===== src/rtl/lsu_pkg.sv =====
// Shared types and constants for the load/store unit's AXI-Lite master.
// The optional load extraction is controlled by the LSU_LOADEXT_EN macro in lsu_axil_master.
package lsu_pkg;

    typedef enum logic [2:0] {
        IDLE    = 3'd0,
        RD_ADDR = 3'd1,
        RD_DATA = 3'd2,
        WR_REQ  = 3'd3,
        WR_RESP = 3'd4,
        RESP    = 3'd5
    } lsu_state_e;

    localparam logic [2:0] F3_B  = 3'd0;
    localparam logic [2:0] F3_H  = 3'd1;
    localparam logic [2:0] F3_W  = 3'd2;
    localparam logic [2:0] F3_BU = 3'd4;
    localparam logic [2:0] F3_HU = 3'd5;

    localparam logic [1:0] RESP_OKAY   = 2'b00;
    localparam logic [1:0] RESP_SLVERR = 2'b10;

    // Byte-enable pattern of an access at offset 0; funct3[1:0] encodes the size.
    function automatic logic [3:0] size_mask(input logic [2:0] funct3);
        case (funct3[1:0])
            2'd0:    size_mask = 4'b0001;
            2'd1:    size_mask = 4'b0011;
            default: size_mask = 4'b1111;
        endcase
    endfunction

    function automatic logic misaligned(input logic [2:0] funct3, input logic [1:0] offset);
        misaligned = funct3[1] ? (offset != 2'd0) : (funct3[0] & offset[0]);
    endfunction

endpackage


===== src/rtl/lsu_axil_master_if.sv =====
// AXI-Lite channel bundle between the LSU (master) and the memory responder (slave).
// Handshake: a beat transfers on a rising clk edge where both valid and ready are high.
interface lsu_axil_master_if;
    logic        mem_awvalid;
    logic        mem_awready;
    logic [31:0] mem_awaddr;
    logic        mem_wvalid;
    logic        mem_wready;
    logic [31:0] mem_wdata;
    logic [7:0]  mem_wstrb;
    logic        mem_bvalid;
    logic        mem_bready;
    logic [1:0]  mem_bresp;
    logic        mem_arvalid;
    logic        mem_arready;
    logic [31:0] mem_araddr;
    logic        mem_rvalid;
    logic        mem_rready;
    logic [1:0]  mem_rresp;
    logic [31:0] mem_rdata;

    modport master (
        output mem_awvalid, mem_awaddr, mem_wvalid, mem_wdata, mem_wstrb, mem_bready,
               mem_arvalid, mem_araddr, mem_rready,
        input  mem_awready, mem_wready, mem_bvalid, mem_bresp,
               mem_arready, mem_rvalid, mem_rresp, mem_rdata
    );

    modport slave (
        input  mem_awvalid, mem_awaddr, mem_wvalid, mem_wdata, mem_wstrb, mem_bready,
               mem_arvalid, mem_araddr, mem_rready,
        output mem_awready, mem_wready, mem_bvalid, mem_bresp,
               mem_arready, mem_rvalid, mem_rresp, mem_rdata
    );
endinterface


===== src/rtl/lsu_load_ext.sv =====
// Combinational RV32 load extraction: selects the addressed byte/halfword and extends it.
module lsu_load_ext
    import lsu_pkg::*;
(
    input  logic [2:0]  funct3,
    input  logic [1:0]  offset,
    input  logic [31:0] raw,
    output logic [31:0] data
);
    logic [31:0] shifted;
    assign shifted = raw >> {offset, 3'b000};

    always_comb begin
        data = raw;
        case (funct3)
            F3_B:    data = {{24{shifted[7]}}, shifted[7:0]};
            F3_H:    data = {{16{shifted[15]}}, shifted[15:0]};
            F3_BU:   data = {24'd0, shifted[7:0]};
            F3_HU:   data = {16'd0, shifted[15:0]};
            default: data = raw;
        endcase
    end
endmodule


===== src/rtl/lsu_axil_master.sv =====
// Single-outstanding RV32 load/store unit driving an AXI-Lite master port.
// Define LSU_LOADEXT_EN to extract and extend sub-word loads here instead of in the responder.
module lsu_axil_master
    import lsu_pkg::*;
(
    input  logic               clk,
    input  logic               rst,
    input  logic               req_valid,
    output logic               req_ready,
    input  logic               req_we,
    input  logic [2:0]         req_funct3,
    input  logic [31:0]        req_addr,
    input  logic [31:0]        req_wdata,
    output logic               resp_valid,
    output logic [31:0]        resp_rdata,
    output logic               resp_err,
    lsu_axil_master_if.master  bus,
    output lsu_state_e         dbg_state
);
    lsu_state_e  state_q, state_d;
    logic        arvalid_q, arvalid_d, rready_q, rready_d;
    logic        awvalid_q, awvalid_d, wvalid_q, wvalid_d, bready_q, bready_d;
    logic [31:0] araddr_q, awaddr_q, wdata_q, rdata_q, load_data;
    logic [3:0]  wstrb_q;
    logic [1:0]  resp_q;
    logic        misal_q, accept, req_misal;

    assign accept    = req_valid && (state_q == IDLE);
    assign req_misal = misaligned(req_funct3, req_addr[1:0]);

    always_comb begin
        state_d   = state_q;
        arvalid_d = arvalid_q;
        rready_d  = rready_q;
        awvalid_d = awvalid_q;
        wvalid_d  = wvalid_q;
        bready_d  = bready_q;
        case (state_q)
            IDLE: if (accept) begin
                if (req_misal) begin
                    state_d = RESP;
                end else if (req_we) begin
                    state_d   = WR_REQ;
                    awvalid_d = 1'b1;
                    wvalid_d  = 1'b1;
                    bready_d  = 1'b1;
                end else begin
                    state_d   = RD_ADDR;
                    arvalid_d = 1'b1;
                    rready_d  = 1'b1;
                end
            end
            RD_ADDR: if (bus.mem_arready) begin
                arvalid_d = 1'b0;
                state_d   = RD_DATA;
            end
            RD_DATA: if (bus.mem_rvalid) begin
                rready_d = 1'b0;
                state_d  = RESP;
            end
            WR_REQ: begin
                if (awvalid_q && bus.mem_awready) awvalid_d = 1'b0;
                if (wvalid_q && bus.mem_wready)   wvalid_d  = 1'b0;
                // A channel whose valid is already low completed its handshake earlier.
                if ((!awvalid_q || bus.mem_awready) && (!wvalid_q || bus.mem_wready))
                    state_d = WR_RESP;
            end
            WR_RESP: if (bus.mem_bvalid) begin
                bready_d = 1'b0;
                state_d  = RESP;
            end
            RESP:    state_d = IDLE;
            default: state_d = IDLE;
        endcase
    end

    always_ff @(posedge clk) begin
        if (rst) begin
            state_q   <= IDLE;
            arvalid_q <= 1'b0;
            rready_q  <= 1'b0;
            awvalid_q <= 1'b0;
            wvalid_q  <= 1'b0;
            bready_q  <= 1'b0;
            araddr_q  <= '0;
            awaddr_q  <= '0;
            wdata_q   <= '0;
            wstrb_q   <= '0;
            rdata_q   <= '0;
            resp_q    <= RESP_OKAY;
            misal_q   <= 1'b0;
        end else begin
            state_q   <= state_d;
            arvalid_q <= arvalid_d;
            rready_q  <= rready_d;
            awvalid_q <= awvalid_d;
            wvalid_q  <= wvalid_d;
            bready_q  <= bready_d;
            if (accept) begin
                misal_q <= req_misal;
                resp_q  <= RESP_OKAY;
                rdata_q <= '0;
                if (!req_misal && !req_we) araddr_q <= req_addr;
                if (!req_misal && req_we) begin
                    awaddr_q <= {req_addr[31:2], 2'b00};
                    wdata_q  <= req_wdata << {req_addr[1:0], 3'b000};
                    wstrb_q  <= size_mask(req_funct3) << req_addr[1:0];
                end
            end
            if (state_q == RD_DATA && bus.mem_rvalid) begin
                rdata_q <= bus.mem_rdata;
                resp_q  <= bus.mem_rresp;
            end
            if (state_q == WR_RESP && bus.mem_bvalid) resp_q <= bus.mem_bresp;
        end
    end

`ifdef LSU_LOADEXT_EN
    logic [2:0] f3_q;
    logic [1:0] off_q;

    always_ff @(posedge clk) begin
        if (rst) begin
            f3_q  <= '0;
            off_q <= '0;
        end else if (accept) begin
            f3_q  <= req_funct3;
            off_q <= req_addr[1:0];
        end
    end

    lsu_load_ext u_load_ext (
        .funct3 (f3_q),
        .offset (off_q),
        .raw    (rdata_q),
        .data   (load_data)
    );
`else
    assign load_data = rdata_q;
`endif

    assign req_ready  = (state_q == IDLE);
    assign resp_valid = (state_q == RESP);
    assign resp_err   = resp_valid && (misal_q || resp_q != RESP_OKAY);
    assign resp_rdata = resp_valid ? load_data : 32'd0;
    assign dbg_state  = state_q;

    assign bus.mem_arvalid = arvalid_q;
    assign bus.mem_araddr  = araddr_q;
    assign bus.mem_rready  = rready_q;
    assign bus.mem_awvalid = awvalid_q;
    assign bus.mem_awaddr  = awaddr_q;
    assign bus.mem_wvalid  = wvalid_q;
    assign bus.mem_wdata   = wdata_q;
    assign bus.mem_wstrb   = {4'b0000, wstrb_q};
    assign bus.mem_bready  = bready_q;
endmodule


===== src/flat_wrapper.sv =====
// flat-port wrapper written by rule: the top's interface ports become plain ports
module lsu_axil_master_flat import lsu_pkg::*;
  (clk, rst, req_valid, req_ready, req_we, req_funct3, req_addr, req_wdata, resp_valid, resp_rdata, resp_err, dbg_state, bus_mem_awvalid, bus_mem_awaddr, bus_mem_wvalid, bus_mem_wdata, bus_mem_wstrb, bus_mem_bready, bus_mem_arvalid, bus_mem_araddr, bus_mem_rready, bus_mem_awready, bus_mem_wready, bus_mem_bvalid, bus_mem_bresp, bus_mem_arready, bus_mem_rvalid, bus_mem_rresp, bus_mem_rdata);
  lsu_axil_master_if bus_i ();
  input  logic clk;
  input  logic rst;
  input  logic req_valid;
  output logic req_ready;
  input  logic req_we;
  input  logic [2:0] req_funct3;
  input  logic [31:0] req_addr;
  input  logic [31:0] req_wdata;
  output logic resp_valid;
  output logic [31:0] resp_rdata;
  output logic resp_err;
  output lsu_state_e dbg_state;
  output wire logic [$bits(bus_i.mem_awvalid)-1:0] bus_mem_awvalid;
  output wire logic [$bits(bus_i.mem_awaddr)-1:0] bus_mem_awaddr;
  output wire logic [$bits(bus_i.mem_wvalid)-1:0] bus_mem_wvalid;
  output wire logic [$bits(bus_i.mem_wdata)-1:0] bus_mem_wdata;
  output wire logic [$bits(bus_i.mem_wstrb)-1:0] bus_mem_wstrb;
  output wire logic [$bits(bus_i.mem_bready)-1:0] bus_mem_bready;
  output wire logic [$bits(bus_i.mem_arvalid)-1:0] bus_mem_arvalid;
  output wire logic [$bits(bus_i.mem_araddr)-1:0] bus_mem_araddr;
  output wire logic [$bits(bus_i.mem_rready)-1:0] bus_mem_rready;
  input wire logic [$bits(bus_i.mem_awready)-1:0] bus_mem_awready;
  input wire logic [$bits(bus_i.mem_wready)-1:0] bus_mem_wready;
  input wire logic [$bits(bus_i.mem_bvalid)-1:0] bus_mem_bvalid;
  input wire logic [$bits(bus_i.mem_bresp)-1:0] bus_mem_bresp;
  input wire logic [$bits(bus_i.mem_arready)-1:0] bus_mem_arready;
  input wire logic [$bits(bus_i.mem_rvalid)-1:0] bus_mem_rvalid;
  input wire logic [$bits(bus_i.mem_rresp)-1:0] bus_mem_rresp;
  input wire logic [$bits(bus_i.mem_rdata)-1:0] bus_mem_rdata;
  assign bus_mem_awvalid = bus_i.mem_awvalid;
  assign bus_mem_awaddr = bus_i.mem_awaddr;
  assign bus_mem_wvalid = bus_i.mem_wvalid;
  assign bus_mem_wdata = bus_i.mem_wdata;
  assign bus_mem_wstrb = bus_i.mem_wstrb;
  assign bus_mem_bready = bus_i.mem_bready;
  assign bus_mem_arvalid = bus_i.mem_arvalid;
  assign bus_mem_araddr = bus_i.mem_araddr;
  assign bus_mem_rready = bus_i.mem_rready;
  assign bus_i.mem_awready = bus_mem_awready;
  assign bus_i.mem_wready = bus_mem_wready;
  assign bus_i.mem_bvalid = bus_mem_bvalid;
  assign bus_i.mem_bresp = bus_mem_bresp;
  assign bus_i.mem_arready = bus_mem_arready;
  assign bus_i.mem_rvalid = bus_mem_rvalid;
  assign bus_i.mem_rresp = bus_mem_rresp;
  assign bus_i.mem_rdata = bus_mem_rdata;
  lsu_axil_master u_core (.clk(clk), .rst(rst), .req_valid(req_valid), .req_ready(req_ready), .req_we(req_we), .req_funct3(req_funct3), .req_addr(req_addr), .req_wdata(req_wdata), .resp_valid(resp_valid), .resp_rdata(resp_rdata), .resp_err(resp_err), .bus(bus_i), .dbg_state(dbg_state));
endmodule

===== config.mk =====
export PLATFORM = sky130hd
export DESIGN_NAME = lsu_axil_master_flat
export DESIGN_NICKNAME = d
export VERILOG_FILES = /design/src/rtl/lsu_pkg.sv /design/src/rtl/lsu_axil_master_if.sv /design/src/rtl/lsu_load_ext.sv /design/src/rtl/lsu_axil_master.sv /design/src/flat_wrapper.sv
export SDC_FILE = /design/constraint.sdc
export NUM_CORES = 1
export LEC_CHECK = 0
export BUFFER_PORTS_ARGS = -buffer_cell sky130_fd_sc_hd__buf_2
export CAP_MARGIN = 20
export CORE_ASPECT_RATIO = 1.2
export CORE_MARGIN = 2
export CORE_UTILIZATION = 47
export CTS_CLUSTER_DIAMETER = 60
export DETAILED_ROUTE_END_ITERATION = 6
export GPL_TIMING_DRIVEN = 0
export PLACE_DENSITY = 0.9
export SLEW_MARGIN = 30
export SYNTH_ARGS = -nofsm -noshare
export SYNTH_HDL_FRONTEND = slang
export SYNTH_SLANG_ARGS = --single-unit

===== constraint.sdc =====
create_clock -name clk -period 2.2 [get_ports clk]
set_input_delay 0.44 -clock clk [delete_from_list [all_inputs] [get_ports clk]]
set_output_delay 0.44 -clock clk [all_outputs]
set_load 0.02 [all_outputs]

==> metrics.md <==
| Metric | Value |
|---|---|
| Cell Rows | `44` |
| Clock Sink Count | `141` |
| Worst setup margin | `~0.047 ns` |
| Max IR drop VDD | `0.4870 mV` |
| Antenna Violating Nets Remaining | `0` |
| Netlist cell types | `36` |
| Unrepaired setup endpoints after global routing | `true` |
| Max stage delay on crit path | `0.40 ns` |
| Crit path launch type | `flop` |
| CTS clk-pin slew, worst paths | `0.06 ns` |
| Post-Syn Area | `around 0.0057 mm2` |
| Min cycle time layout | `2.153 ns` |
| Measured slew at the worst slew-check pin | `0.7129 ns` |
| Worst rel slew slack | `52.47%` |
| WS Path Type | `reg2reg` |
| Clock buffer depth | `2` |
| Total power | `a little under 7 mW` |
| Global-route wire length before repair | `28.46 mm` |
| Crit-path cells | `buf_4 > nor4b_4 > o211ai_1 > buf_2 > clkbuf_1 > a211oi_1 > nor3_1` |
| Largest net degree at the start of global routing | `17` |
| Share of the yosys chip area belonging to registers | `49.25%` |
| Root buffer cell | `clkbuf_16` |
| Sw Share | `28.49%` |
| TritonCTS clock tree | `built` |
| # port buffers | `250` |
| Comb power frac | `approximately a fifth` |
| Part of the power in registers | `40.6%` |
| Ports | `259` |
| Total net switching power | `approximately 2.0 mW` |
| ANT cells | `0` |
| Pwr Density | `~860 mW/mm2` |
| Register Area | `0.002834 mm2` |
| Worst-Skew Late Latency | `0.41 ns` |
| Layout cells sized above 1 | `33.87%` |
| Core ar. | `~0.012 mm2` |
| Register bit total from synthesis | `141` |
| Run status | `finished, final reports clean` |
| Max cap viols | `0` |
| Final core utilization | `66.64%` |
| Via Count | `6219` |
| Hold Crit Class | `in2reg` |
| Starting density of the core | `around 48%` |
| Htree depth | `4` |
| Die X | `104.8 um` |
| Crit-path slowest cell | `nor4b_4` |
| Final hold vios | `0` |
| Hold_buf cts | `0` |
| Final Cycle Share | `97.88%` |
| Crit end category | `flop` |
| Crit-path max FO | `10` |
| Congestion Overflow GR | `0` |
| Placed insts | `1120` |
| Yosys top cell by area | `dfxtp_1` |
| Top_reg_cell synth | `dfxtp_1` |
| DR vias/cell | `5.352` |
| Die Area | `0.01310 mm2` |
| RD Place Congestion | `0.9656` |
| Clk pwr share | `40.8%` |
| EDFF count, synth | `0` |
| Detail Placement HPWL | `13.60 mm` |
| Setup violators final | `0` |
| Die Y | `125.0 um` |
| WP data arrival | `~2.4 ns` |
| DR iter-0 viols | `356` |
| Commonest cells post-synth | `nand2_1 (164), dfxtp_1 (141), a21oi_1 (98), nor2_1 (59), a22oi_1 (34)` |
| Residual DRC count | `0` |
| Max Slew Vio Count | `0` |
| CTS buffer count | `17` |
| Synth top area share | `49.25%` |
| DRT Pass-1 Iters | `5` |
| Fin nets | `1101` |
| Leak | `3.617 nW` |
| Pre-CTS WS | `-0.1046 ns` |
| Internal | `4.900 mW` |
| Asr flop ratio synth | `0%` |
| Filler cell count | `between 1000 and 1500` |
| Wire length per cell | `16.13 um` |
| Max Freq | `464.4 MHz` |
| Final Non-Filler Cells | `1162` |
| Min Hold Slack | `0.2656 ns` |
| Total routed wirelength | `18.74 mm` |
| Avg Inst Size Synth | `~8.1 um2` |
| Setup TNS Final | `0 ns` |
| Final Cell Area | `0.007998 mm2` |
| Synth warn | `0` |
| Largest cells by area after synthesis | `dfxtp_1 (49%), nand2_1 (11%), a21oi_1 (8.6%)` |
| Initial antenna violation count | `0` |
| Cells after synthesis | `704` |
| Dpl cell area | `0.007209 mm2` |
| Gr usage total | `27.22%` |
| Vias in the first global route | `5793` |
| Multi-input logic area | `0.002629 mm2` |
| Count leader, synth | `nand2_1` |
| Req. time, crit path | `2.48 ns` |
| Area Growth Syn to Fin | `39.53%` |
| Worst Skew | `roughly 0.011 ns` |
[worst max-delay path, delay by kind of cell (launching register included)]
family,cells,cell delay (ns)
buf+inv,3,0.66
compound gates,2,0.55
simple gates,2,0.47
flops,1,0.35
[sequential cells by signal, summed over array words and instances (netlist names), 2 cells and up]
name                   flops
u_core.bus.mem_awaddr     30
u_core.dbg_state           3
u_core.bus.mem_araddr     32
u_core.bus.mem_wdata      32
u_core.load_data          32
u_core.wstrb_q             4
u_core.resp_q              2
[layer usage]
metal  vias to the layer above  wire length (um)  GRT usage [%]  share of wire, %
li1                       2956                 -              -                 -
met5                         -                 0              0                 0
met4                         0               787          14.51               4.2
met2                       347              9274          48.13                49
met3                        58              1465          6.569               7.8
met1                      2858              7213          29.96                38
[final timing paths]
path / startpoint / end / slack, ns / cells past startpoint
setup / recovery: u_core.dbg_state[0] / u_core.bus.mem_wdata[22] / 0.05 / 7
hold / removal: bus_mem_awready / u_core.bus.mem_awvalid / 0.27 / 2
setup reg to reg: u_core.dbg_state[0] / u_core.bus.mem_wdata[22] / 0.05 / 7
hold reg to reg: u_core.bus.mem_araddr[30] / u_core.bus.mem_araddr[30] / 0.45 / 2
[placed cells by master (no fill, tap or decap), drive strengths merged, types with 16 or more instances in the layout]
master and instances:
a21oi 98, a22oi 34, and2 32, buf 296
clkbuf 50, dfxtp 141, mux2i 16, nand2 164
nor2 59, nor3 16
[timing repair]
action | in CTS | in global routing
gates resized for setup | 31 | 17
endpoints found under the setup margin | 34 | 46
gates cloned | 1 | 0
hold endpoints to repair | 0 | 0
pin swaps | 1 | 2
buffers inserted | 6 | 4
[power groups by stage]
stage | combinational [mW] | sequential, mW | clock, mW
CTS | 1.22 | 2.78 | 2.82
floorplan | 0.589 | 2.96 | 0
global route | 1.37 | 2.79 | 2.93
finish | 1.28 | 2.78 | 2.80
global placement | 1.12 | 2.83 | 0
detailed placement | 1.15 | 2.83 | 0
[kinds of logic after synthesis]
family	share of synthesized area [%]
simple gates	22.66
compound gates	18.01
flops	49.25
buf+inv	5.457
mux	4.562
other cells	0.06543
[cell type report]
class                           count  share of cell area (%)
Multi-Input combinational cell    498                   32.87
Buffer                             64                   4.287
Inverter                            6                  0.3285
Sequential cell                   141                   35.43
Timing Repair Buffer              261                   17.35
Clock buffer                       21                   5.757
Tap cell                          161                   2.519
Clock inverter                     10                   1.455
No activity file was read; power rests on OpenSTA's default activity.
